--- config.mk ---
export PLATFORM = sky130hd
export DESIGN_NAME = pll_lock_seq_flat
export DESIGN_NICKNAME = d
export VERILOG_FILES = /design/src/rtl/pll_lock_seq_if.sv /design/src/rtl/pll_lock_seq.sv /design/src/flat_wrapper.sv
export SDC_FILE = /design/constraint.sdc
export NUM_CORES = 1
export LEC_CHECK = 0
export CORE_MARGIN = 2
export CORE_UTILIZATION = 30
export CTS_BUF_LIST = sky130_fd_sc_hd__clkbuf_4 sky130_fd_sc_hd__clkbuf_8
export CTS_CLUSTER_DIAMETER = 40
export DETAILED_ROUTE_END_ITERATION = 10
export SLEW_MARGIN = 0
export SYNTH_ARGS = -nofsm -noshare
export SYNTH_HDL_FRONTEND = slang
export SYNTH_SLANG_ARGS = --single-unit
--- constraint.sdc ---
create_clock -name clk -period 2.7 [get_ports clk]
set_clock_uncertainty 0.2 [all_clocks]
set_input_delay 0.405 -clock clk [delete_from_list [all_inputs] [get_ports clk]]
set_output_delay 0.405 -clock clk [all_outputs]
set_load 0.02 [all_outputs]
--- src/rtl/pll_lock_seq_if.sv ---
// pll_lock_seq_if: control/status bundle between the PLL lock sequencer and its user.
//   enable   - request PLL operation (level)
//   pll_lock - raw PLL lock indicator, asynchronous to clk
//   pll_en   - PLL enable drive
//   run      - downstream logic enable
//   ce_half  - clk/2 clock-enable, active only while running
//   fault    - retries exhausted, held until enable drops
//   retries  - attempts used since leaving idle
interface pll_lock_seq_if;
    logic       enable;
    logic       pll_lock;
    logic       pll_en;
    logic       run;
    logic       ce_half;
    logic       fault;
    logic [3:0] retries;

    // Controller side: requests operation and supplies the PLL lock pin.
    modport master (
        output enable,
        output pll_lock,
        input  pll_en,
        input  run,
        input  ce_half,
        input  fault,
        input  retries
    );

    // Sequencer side.
    modport slave (
        input  enable,
        input  pll_lock,
        output pll_en,
        output run,
        output ce_half,
        output fault,
        output retries
    );
endinterface

--- src/rtl/pll_lock_seq.sv ---
// pll_lock_seq: PLL power-up and lock qualification sequencer.
// Enables the PLL, waits for lock with a timeout, requires a run of consecutive
// lock cycles before releasing downstream logic, and provides a clk/2 clock
// enable while running. Timeouts and lock losses are retried a bounded number of
// times with the PLL switched off in between; after that a fault is latched
// until enable drops.
// Ports:
//   clk - buffered reference clock (pre-PLL)
//   rst - synchronous active-high reset
//   ctl - pll_lock_seq_if.slave (enable, pll_lock in; pll_en, run, ce_half,
//         fault, retries out; all outputs registered)
module pll_lock_seq #(
    parameter int unsigned LOCK_TIMEOUT  = 4096,
    parameter int unsigned SETTLE_CYCLES = 256,
    parameter int unsigned OFF_CYCLES    = 64,
    parameter int unsigned MAX_RETRY     = 3,
    parameter int unsigned CNT_W         = 16
) (
    input  logic             clk,
    input  logic             rst,
    pll_lock_seq_if.slave    ctl
);

    localparam int unsigned RETRY_W = 4;

    // Last counter value of each timed state.
    localparam logic [CNT_W-1:0]   TIMEOUT_LAST = CNT_W'(LOCK_TIMEOUT - 1);
    localparam logic [CNT_W-1:0]   SETTLE_LAST  = CNT_W'(SETTLE_CYCLES - 1);
    localparam logic [CNT_W-1:0]   OFF_LAST     = CNT_W'(OFF_CYCLES - 1);
    localparam logic [RETRY_W-1:0] RETRY_MAX    = RETRY_W'(MAX_RETRY);

    typedef enum logic [2:0] {
        ST_IDLE,
        ST_WAIT_LOCK,
        ST_SETTLE,
        ST_RUN,
        ST_OFF,
        ST_FAULT
    } state_e;

    state_e               state_q, state_d;
    logic [CNT_W-1:0]     cnt_q, cnt_d;
    logic [RETRY_W-1:0]   retries_q, retries_d;
    logic                 pll_en_q, pll_en_d;
    logic                 run_q, run_d;
    logic                 ce_half_q, ce_half_d;
    logic                 fault_q, fault_d;
    logic                 lock_meta_q;
    logic                 lock_s_q;
    logic                 attempt_failed;

    // Two-flop synchronizer for the asynchronous lock indicator.
    always_ff @(posedge clk) begin
        if (rst) begin
            lock_meta_q <= 1'b0;
            lock_s_q    <= 1'b0;
        end else begin
            lock_meta_q <= ctl.pll_lock;
            lock_s_q    <= lock_meta_q;
        end
    end

    // State, counter and output registers.
    always_ff @(posedge clk) begin
        if (rst) begin
            state_q   <= ST_IDLE;
            cnt_q     <= '0;
            retries_q <= '0;
            pll_en_q  <= 1'b0;
            run_q     <= 1'b0;
            ce_half_q <= 1'b0;
            fault_q   <= 1'b0;
        end else begin
            state_q   <= state_d;
            cnt_q     <= cnt_d;
            retries_q <= retries_d;
            pll_en_q  <= pll_en_d;
            run_q     <= run_d;
            ce_half_q <= ce_half_d;
            fault_q   <= fault_d;
        end
    end

    // Next state, counter, retry count and next output values.
    always_comb begin
        state_d        = state_q;
        cnt_d          = cnt_q;
        retries_d      = retries_q;
        attempt_failed = 1'b0;
        pll_en_d       = 1'b0;
        run_d          = 1'b0;
        ce_half_d      = 1'b0;
        fault_d        = 1'b0;

        if (!ctl.enable) begin
            // Dropping enable overrides every other event.
            state_d   = ST_IDLE;
            cnt_d     = '0;
            retries_d = '0;
        end else begin
            unique case (state_q)
                ST_IDLE: begin
                    state_d = ST_WAIT_LOCK;
                    cnt_d   = '0;
                end
                ST_WAIT_LOCK: begin
                    // Lock seen on the timeout cycle still counts as lock.
                    if (lock_s_q) begin
                        state_d = ST_SETTLE;
                        cnt_d   = '0;
                    end else if (cnt_q == TIMEOUT_LAST) begin
                        attempt_failed = 1'b1;
                    end else begin
                        cnt_d = cnt_q + CNT_W'(1);
                    end
                end
                ST_SETTLE: begin
                    // A lock dropout restarts the wait without using a retry.
                    if (!lock_s_q) begin
                        state_d = ST_WAIT_LOCK;
                        cnt_d   = '0;
                    end else if (cnt_q == SETTLE_LAST) begin
                        state_d = ST_RUN;
                        cnt_d   = '0;
                    end else begin
                        cnt_d = cnt_q + CNT_W'(1);
                    end
                end
                ST_RUN: begin
                    if (!lock_s_q) begin
                        attempt_failed = 1'b1;
                    end
                end
                ST_OFF: begin
                    if (cnt_q == OFF_LAST) begin
                        state_d = ST_WAIT_LOCK;
                        cnt_d   = '0;
                    end else begin
                        cnt_d = cnt_q + CNT_W'(1);
                    end
                end
                ST_FAULT: begin
                    state_d = ST_FAULT;
                end
                default: begin
                    state_d = ST_IDLE;
                    cnt_d   = '0;
                end
            endcase

            // Timeout or lock loss: power-cycle the PLL while retries remain.
            if (attempt_failed) begin
                cnt_d = '0;
                if (retries_q < RETRY_MAX) begin
                    state_d   = ST_OFF;
                    retries_d = retries_q + RETRY_W'(1);
                end else begin
                    state_d = ST_FAULT;
                end
            end
        end

        // Outputs are decoded from the next state so they switch with it.
        pll_en_d = (state_d == ST_WAIT_LOCK) || (state_d == ST_SETTLE) ||
                   (state_d == ST_RUN);
        run_d    = (state_d == ST_RUN);
        fault_d  = (state_d == ST_FAULT);
        // clk/2 enable: high on the first RUN cycle, then alternating.
        ce_half_d = (state_d == ST_RUN) && ((state_q != ST_RUN) || !ce_half_q);
    end

    assign ctl.pll_en  = pll_en_q;
    assign ctl.run     = run_q;
    assign ctl.ce_half = ce_half_q;
    assign ctl.fault   = fault_q;
    assign ctl.retries = retries_q;

endmodule
--- src/flat_wrapper.sv ---
// flat-port wrapper written by rule: the top's interface ports become plain ports
module pll_lock_seq_flat 
#(
    parameter int unsigned LOCK_TIMEOUT  = 4096,
    parameter int unsigned SETTLE_CYCLES = 256,
    parameter int unsigned OFF_CYCLES    = 64,
    parameter int unsigned MAX_RETRY     = 3,
    parameter int unsigned CNT_W         = 16
)
  (clk, rst, ctl_enable, ctl_pll_lock, ctl_pll_en, ctl_run, ctl_ce_half, ctl_fault, ctl_retries);
  pll_lock_seq_if ctl_i ();
  input  logic clk;
  input  logic rst;
  input wire logic [$bits(ctl_i.enable)-1:0] ctl_enable;
  input wire logic [$bits(ctl_i.pll_lock)-1:0] ctl_pll_lock;
  output wire logic [$bits(ctl_i.pll_en)-1:0] ctl_pll_en;
  output wire logic [$bits(ctl_i.run)-1:0] ctl_run;
  output wire logic [$bits(ctl_i.ce_half)-1:0] ctl_ce_half;
  output wire logic [$bits(ctl_i.fault)-1:0] ctl_fault;
  output wire logic [$bits(ctl_i.retries)-1:0] ctl_retries;
  assign ctl_i.enable = ctl_enable;
  assign ctl_i.pll_lock = ctl_pll_lock;
  assign ctl_pll_en = ctl_i.pll_en;
  assign ctl_run = ctl_i.run;
  assign ctl_ce_half = ctl_i.ce_half;
  assign ctl_fault = ctl_i.fault;
  assign ctl_retries = ctl_i.retries;
  pll_lock_seq #(.LOCK_TIMEOUT(LOCK_TIMEOUT), .SETTLE_CYCLES(SETTLE_CYCLES), .OFF_CYCLES(OFF_CYCLES), .MAX_RETRY(MAX_RETRY), .CNT_W(CNT_W)) u_core (.clk(clk), .rst(rst), .ctl(ctl_i));
endmodule
==> flow_metrics.env, run 1 <==
export IMPL_hold_path_startpoint="u_core.lock_meta_q"
export IMPL_via_per_inst=4.973
export IMPL_power_density_mw_per_mm2=442.2
export IMPL_grt_use_total_pct=11.85
export IMPL_rr_worst_depth=6
export IMPL_wl_met1_mm=1.665
export IMPL_initial_core_util_pct=30.82
export IMPL_cts_sinks=29
export IMPL_cts_tree="done"
export IMPL_path_max_fanout=9
export IMPL_setup_tns_ns=0
export IMPL_finalWirelength_mm=3.184
export IMPL_rrSetupSlack_ns=0.26
export IMPL_syn_to_final_growth_pct=18.04
export IMPL_ios=12
export IMPL_hold_viol=0
export IMPL_maxSlewHeadroom_pct=72.22
export IMPL_vias=1288
export IMPL_n_fill_cell=519
export IMPL_avgSynthCellArea_sq_um=9.088
export IMPL_setup_viol=0
export IMPL_synthCells=171
export IMPL_final_util_pct=36.38
export IMPL_clk_pin_slew_ns=0.06
export IMPL_dp_hpwl_mm=2.328
export IMPL_worst_pin_slew_ns=0.4062
export IMPL_reg2reg_from="u_core.cnt_q[0]"
export IMPL_place_congestion=0.7777
export IMPL_ys_warnings_count=0
export IMPL_ctsHtreeMaxLevel=2
export IMPL_regArea_sq_um=580.6
export IMPL_multi_input_area_sq_um=905.9
export IMPL_die_w_um=75.97
export IMPL_cts_resized=0
export IMPL_synth_top_flop_cell="dfxtp_1"
export IMPL_wl_met2_mm=1.345
export IMPL_worst_hold_path_type="flip-flop to flip-flop"
export IMPL_cts_buffer_depth=2
export IMPL_ys_seq_area_share_pct=37.36
export IMPL_ys_seq_elements=29
export IMPL_final_nets=194
export IMPL_fmax_mhz=410.6
export IMPL_cts_root_buf="clkbuf_8"
export IMPL_rsz0062_at_grt="no"
export IMPL_syn_nets=177
export IMPL_layout_drive_gt1_share_pct=13.23
export IMPL_critPathArrivalTime_ns=2.39
export IMPL_antennaDiodeCount=0
export IMPL_post_cts_buffers=0
export IMPL_antenna_found_initial=0
export IMPL_holdBufCountCts=0
export IMPL_die_h_um=75.97
export IMPL_period_needed_ns=2.436
export IMPL_fin_area_sq_mm=0.001834
export IMPL_holdWs_ns=0.2470
export IMPL_worst_hold_path_num_cells=1
export IMPL_post_route_period_util_pct=90.21
export IMPL_wl_per_cell_um=12.29
export IMPL_cts_inserted_buffers=5
export IMPL_rows=26
export IMPL_netlist_cell_type_count=47
export IMPL_path_class="flip-flop to flip-flop"
export IMPL_drt_initial_drc_count=109
export IMPL_grt_pass1_wl_mm=5.554
export IMPL_gr_total_overflow=0
export IMPL_grt_start_max_net_pins=16
export IMPL_status="completed"
export IMPL_startpoint_type="flip-flop"
export IMPL_io_buffers=11
export IMPL_synth_edff_count=0
export IMPL_vdd_drop_max_v=0.0003110
export IMPL_endpoint_kind="flip-flop"
export IMPL_antenna_left=0
export IMPL_worst_hold_path_endpoint="u_core.lock_s_q"
export IMPL_core_sq_mm=0.005042
export IMPL_drv_slew=0
export IMPL_leakagePower_uw=0.0006154
export IMPL_grt_pass1_vias=1226
export IMPL_insertion_delay_ns=0.28
export IMPL_wl_met3_um=113
export IMPL_drc=0
export IMPL_post_dp_cell_area_sq_mm=0.001748
export IMPL_synthArstFlopShare_pct=0
export IMPL_top_layer="met4"
export IMPL_dieArea_sq_mm=0.005771
export IMPL_firstDrtPassIters=4
export IMPL_cp_data_required_time_ns=2.66
export IMPL_maxCapViolCount=0
export IMPL_r2r_end="u_core.ctl.pll_en"
export IMPL_netlist_area_sq_mm=0.001554
## cell usage in the layout, fill, tap and decap left out, types with 3 or more instances in the layout
master | Yosys | final
nor2_1 | 21 | 21
or3_1 | 4 | 4
clkdlybuf4s50_1 | 0 | 11
xor2_1 | 10 | 10
and3_1 | 3 | 3
o211ai_1 | 4 | 4
nand4_1 | 6 | 6
o2111ai_1 | 5 | 5
a21oi_1 | 8 | 8
o31ai_1 | 4 | 4
nor2b_1 | 6 | 6
inv_1 | 7 | 7
nand2b_1 | 3 | 3
nor3_1 | 6 | 6
buf_4 | 0 | 5
nand2_1 | 5 | 5
dfxtp_1 | 29 | 29
or4_1 | 3 | 3
o21ai_0 | 8 | 8
clkbuf_8 | 0 | 5
## area by class of cell
type / instances / share of cell area (%)
clock buffers: 6 / 4.161
well taps: 70 / 4.775
flip-flops and latches: 29 / 31.65
repair buffers: 16 / 8.049
clock inverters: 2 / 0.5457
multi-input cells: 129 / 49.39
inverters: 7 / 1.432
## state kept, by name, indices dropped and copies added, names as in the netlist
signal / cells
u_core.cnt_q: 16
u_core.ctl.ce_half: 1
u_core.ctl.fault: 1
u_core.ctl.pll_en: 1
u_core.ctl.retries: 4
u_core.ctl.run: 1
u_core.lock_meta_q: 1
u_core.lock_s_q: 1
u_core.state_q: 3
## power breakdown
part | switching, uW | internal [uW] | leakage, uW
logic | 15.3 | 14.4 | 0.000332
registers | 2.97 | 432 | 0.000235
clock network | 159 | 188 | 0.0000484
total | 177 | 634 | 0.000615
## stage by stage
step / instances / worst slack, ns / total power (uW)
finish: 259 / 0.2645 / 811.1
global route: 259 / 0.1405 / 844.7
CTS: 259 / 0.2659 / 818.3
detailed placement: 251 / 0.2788 / 474.3
global placement: 251 / 0.3376 / 473.9
floorplan: 171 / 0.4768 / 461.8
## Yosys cell counts (3+ instances only)
master / n / area share, %
o2111ai_1: 5 / 2.8
nor2_1: 21 / 5.1
o21ai_0: 8 / 2.6
nor2b_1: 6 / 2.4
or4_1: 3 / 1.4
xor2_1: 10 / 5.6
a21oi_1: 8 / 2.6
nand4_1: 6 / 2.4
inv_1: 7 / 1.7
o211ai_1: 4 / 1.9
and3_1: 3 / 1.2
or3_1: 4 / 1.6
buf_2: 3 / 0.97
nor3_1: 6 / 1.9
dfxtp_1: 29 / 37
o31ai_1: 4 / 1.9
nand2_1: 5 / 1.2
nand2b_1: 3 / 1.2
## worst max-delay path by stage
stage / from / endpoint / slack [ns] / cells after the start
floorplan: u_core.cnt_q[0] / u_core.ctl.retries[1] / 0.48 / 7
global placement: u_core.cnt_q[0] / u_core.ctl.pll_en / 0.34 / 6
detailed placement: u_core.cnt_q[0] / u_core.ctl.pll_en / 0.28 / 6
CTS: u_core.cnt_q[0] / u_core.ctl.pll_en / 0.27 / 6
global route: u_core.cnt_q[0] / u_core.ctl.pll_en / 0.14 / 6
finish: u_core.cnt_q[0] / u_core.ctl.pll_en / 0.26 / 6
## per-layer routing
layer,global-route usage (%),vias up
met5,0,-
met4,5.455,0
met3,3.199,6
met2,17.68,19
met1,15.96,594
li1,-,669
## critical path, stage by stage (launching register included)
cell and delay (ns):
dfxtp_1 0.38, ha_1 0.24, nand3_4 0.15, or3_1 0.53, o22a_4 0.29, o2bb2ai_1 0.38
o31ai_1 0.13
## kinds of logic (layout without fill, tap and decap cells)
kind of cell             after synthesis  count (layout)  synth area share, %
multiplexers                           1               1               0.6441
flip-flops                            29              29                37.36
XOR/XNOR                              11              11                6.200
AO/OA/AOI/OAI                         39              39                18.12
buffers and inverters                 13              31                4.348
AND/OR/NAND/NOR                       76              76                31.72
adder cells (fa/ha/maj)                2               2                1.610
(Power assumes the default switching activity.)
==> run 2: changes to the inputs <==
ABC_CLOCK_PERIOD_IN_PS = 2700   (was default)
CAP_MARGIN = 20   (was default)
==> results of run 2 <==
No change in the layout: final DEF, timing and power equal those of run 1.
==> run 3: changes to the inputs <==
CORE_UTILIZATION = 38   (was 30)
==> run 3 against run 2 <==
Compared with the run above: sequential power is essentially flat; die area shrank 20%; via count grew 2.3%; worst hold slack lost 0.0091 ns; register-to-register slack gained 0.04 ns; routed wire length grew 5.1%; power grew 0.58%; largest cell class unchanged; utilization grew 9.0 points; critical endpoint is now u_core.ctl.retries[0]; flip-flop and latch count is the same; combinational power grew 1%; clock power grew 1%; largest power group unchanged.
==> flow_metrics.env, run 3 (synthesis gave the netlist of run 1 again) <==
export IMPL_crit_top_cell="or3_1"
export IMPL_p_int_uw=634.3
export IMPL_worst_pin_slew_ns=0.4617
export IMPL_post_route_period_util_pct=88.70
export IMPL_critPathArrivalTime_ns=2.40
export IMPL_cts_root_buf="clkbuf_8"
export IMPL_path_max_fanout=9
export IMPL_worst_hold_path_type="flip-flop to flip-flop"
export IMPL_path_class="flip-flop to flip-flop"
export IMPL_multi_input_area_sq_um=905.9
export IMPL_grt_pass1_vias=1213
export IMPL_firstDrtPassIters=4
export IMPL_rsz0062_at_grt="no"
export IMPL_antennaDiodeCount=0
export IMPL_antenna_found_initial=0
export IMPL_fmax_mhz=417.6
export IMPL_cts_sinks=29
export IMPL_grt_use_total_pct=16.31
export IMPL_layout_commonest_cell="dfxtp_1"
export IMPL_ios=12
export IMPL_io_buffers=11
export IMPL_drc=0
export IMPL_cts_tree="done"
export IMPL_hold_viol=0
export IMPL_finalWirelength_mm=3.345
export IMPL_post_cts_buffers=0
export IMPL_die_w_um=67.95
export IMPL_gr_total_overflow=0
export IMPL_grt_start_max_net_pins=16
export IMPL_vias=1317
export IMPL_final_nets=193
export IMPL_endpoint_kind="flip-flop"
export IMPL_status="completed"
export IMPL_syn_to_final_growth_pct=15.94
export IMPL_insertion_delay_ns=0.28
export IMPL_path_cells="ha_1 -> nand3_4 -> or3_1 -> o22a_4 -> or3_1 -> a21oi_1"
export IMPL_startpoint_type="flip-flop"
export IMPL_rows=23
export IMPL_setup_viol=0
export IMPL_die_h_um=67.95
export IMPL_drt_initial_drc_count=48
export IMPL_switchingPower_uw=181.5
export IMPL_ctsHtreeMaxLevel=2
export IMPL_dp_hpwl_mm=2.431
export IMPL_antenna_left=0
export IMPL_maxCapViolCount=0
export IMPL_layout_drive_gt1_share_pct=12.77
export IMPL_cp_slowest_cell="or3_1"
export IMPL_critical_path_max_stage_delay_ns=0.53
export IMPL_maxSlewHeadroom_pct=69.16
export IMPL_cts_resized=0
export IMPL_holdBufCountCts=0
export IMPL_dieArea_sq_mm=0.004617
export IMPL_cp_buffers_inverters=0
export IMPL_dpl_worst_slack_ns=0.3142
export IMPL_crit_family="simple AND/OR/NAND/NOR gates"
export IMPL_final_util_pct=45.37
export IMPL_comb_power_share_pct=3.7
export IMPL_initial_core_util_pct=39.13
export IMPL_leakagePower_uw=0.0006112
export IMPL_n_fill_cell=420
export IMPL_via_per_inst=5.534
export IMPL_swShare_pct=22.25
export IMPL_power_density_mw_per_mm2=452.8
export IMPL_cts_inserted_buffers=5
export IMPL_largest_reg_flops=16
export IMPL_grt_pass1_wl_mm=5.547
export IMPL_wl_per_cell_um=14.05
export IMPL_cp_data_required_time_ns=2.71
export IMPL_setup_tns_ns=0
export IMPL_drv_slew=0
export IMPL_period_needed_ns=2.395
export IMPL_clk_pin_slew_ns=0.06
export IMPL_cts_buffer_depth=2
export IMPL_final_cell_mix="dfxtp_1, nor2_1, clkdlybuf4s50_1"
export IMPL_p_clk_share_pct=43.0
export IMPL_seq_power_share_pct=53.3
export IMPL_holdWs_ns=0.2379
export IMPL_vdd_drop_max_v=0.0002793
export IMPL_top_register="u_core.cnt_q"
export IMPL_core_sq_mm=0.003971
export IMPL_setup_ws_ns=0.3052
export IMPL_place_congestion=0.7763
export IMPL_regArea_sq_um=580.6
run 3: cell count changes in the layout (fill, tap and decap cells not counted), sizes merged:
| cell | before | now |
|---|---|---|
| buf | 5 | 4 |
run 3: stage by stage:
| step | instances | instance area (sq um) | total power, uW |
|---|---|---|---|
| 6_report | 238 | 1802 | 815.8 |
| 4_1_cts | 238 | 1802 | 822.8 |
| 3_3_place_gp | 230 | 1715 | 473.1 |
| 2_1_floorplan | 171 | 1554 | 461.8 |
| 5_1_grt | 238 | 1802 | 845.5 |
| 3_5_place_dp | 230 | 1715 | 474.2 |
run 3: per-layer routing:
layer  wire length [um]  track usage, %
met1               1540           19.22
met2               1634           28.16
met3                125           3.947
met4                 45           6.750
met5                  0               0
run 3: area by class of cell:
cell class                      instances  area share [%]
Multi-Input combinational cell        129           50.28
Sequential cell                        29           32.22
Timing Repair Buffer                   15           7.778
Clock buffer                            6           4.236
Tap cell                               50           3.472
Inverter                                7           1.458
Clock inverter                          2          0.5556
run 3: final timing paths:
check / startpoint / end / slack (ns) / cells past startpoint
min reg2reg: u_core.lock_meta_q / u_core.lock_s_q / 0.24 / 1
min: u_core.lock_meta_q / u_core.lock_s_q / 0.24 / 1
max reg2reg: u_core.cnt_q[0] / u_core.ctl.retries[0] / 0.31 / 6
max: u_core.cnt_q[0] / u_core.ctl.retries[0] / 0.31 / 6
run 3: power by group through the flow:
stage	combinational [uW]	sequential [uW]	clock, uW
2_1_floorplan	17.2	445	0
3_3_place_gp	29.0	444	0
3_5_place_dp	30.1	444	0
4_1_cts	30.4	435	358
5_1_grt	32.9	435	378
6_report	30.1	435	351
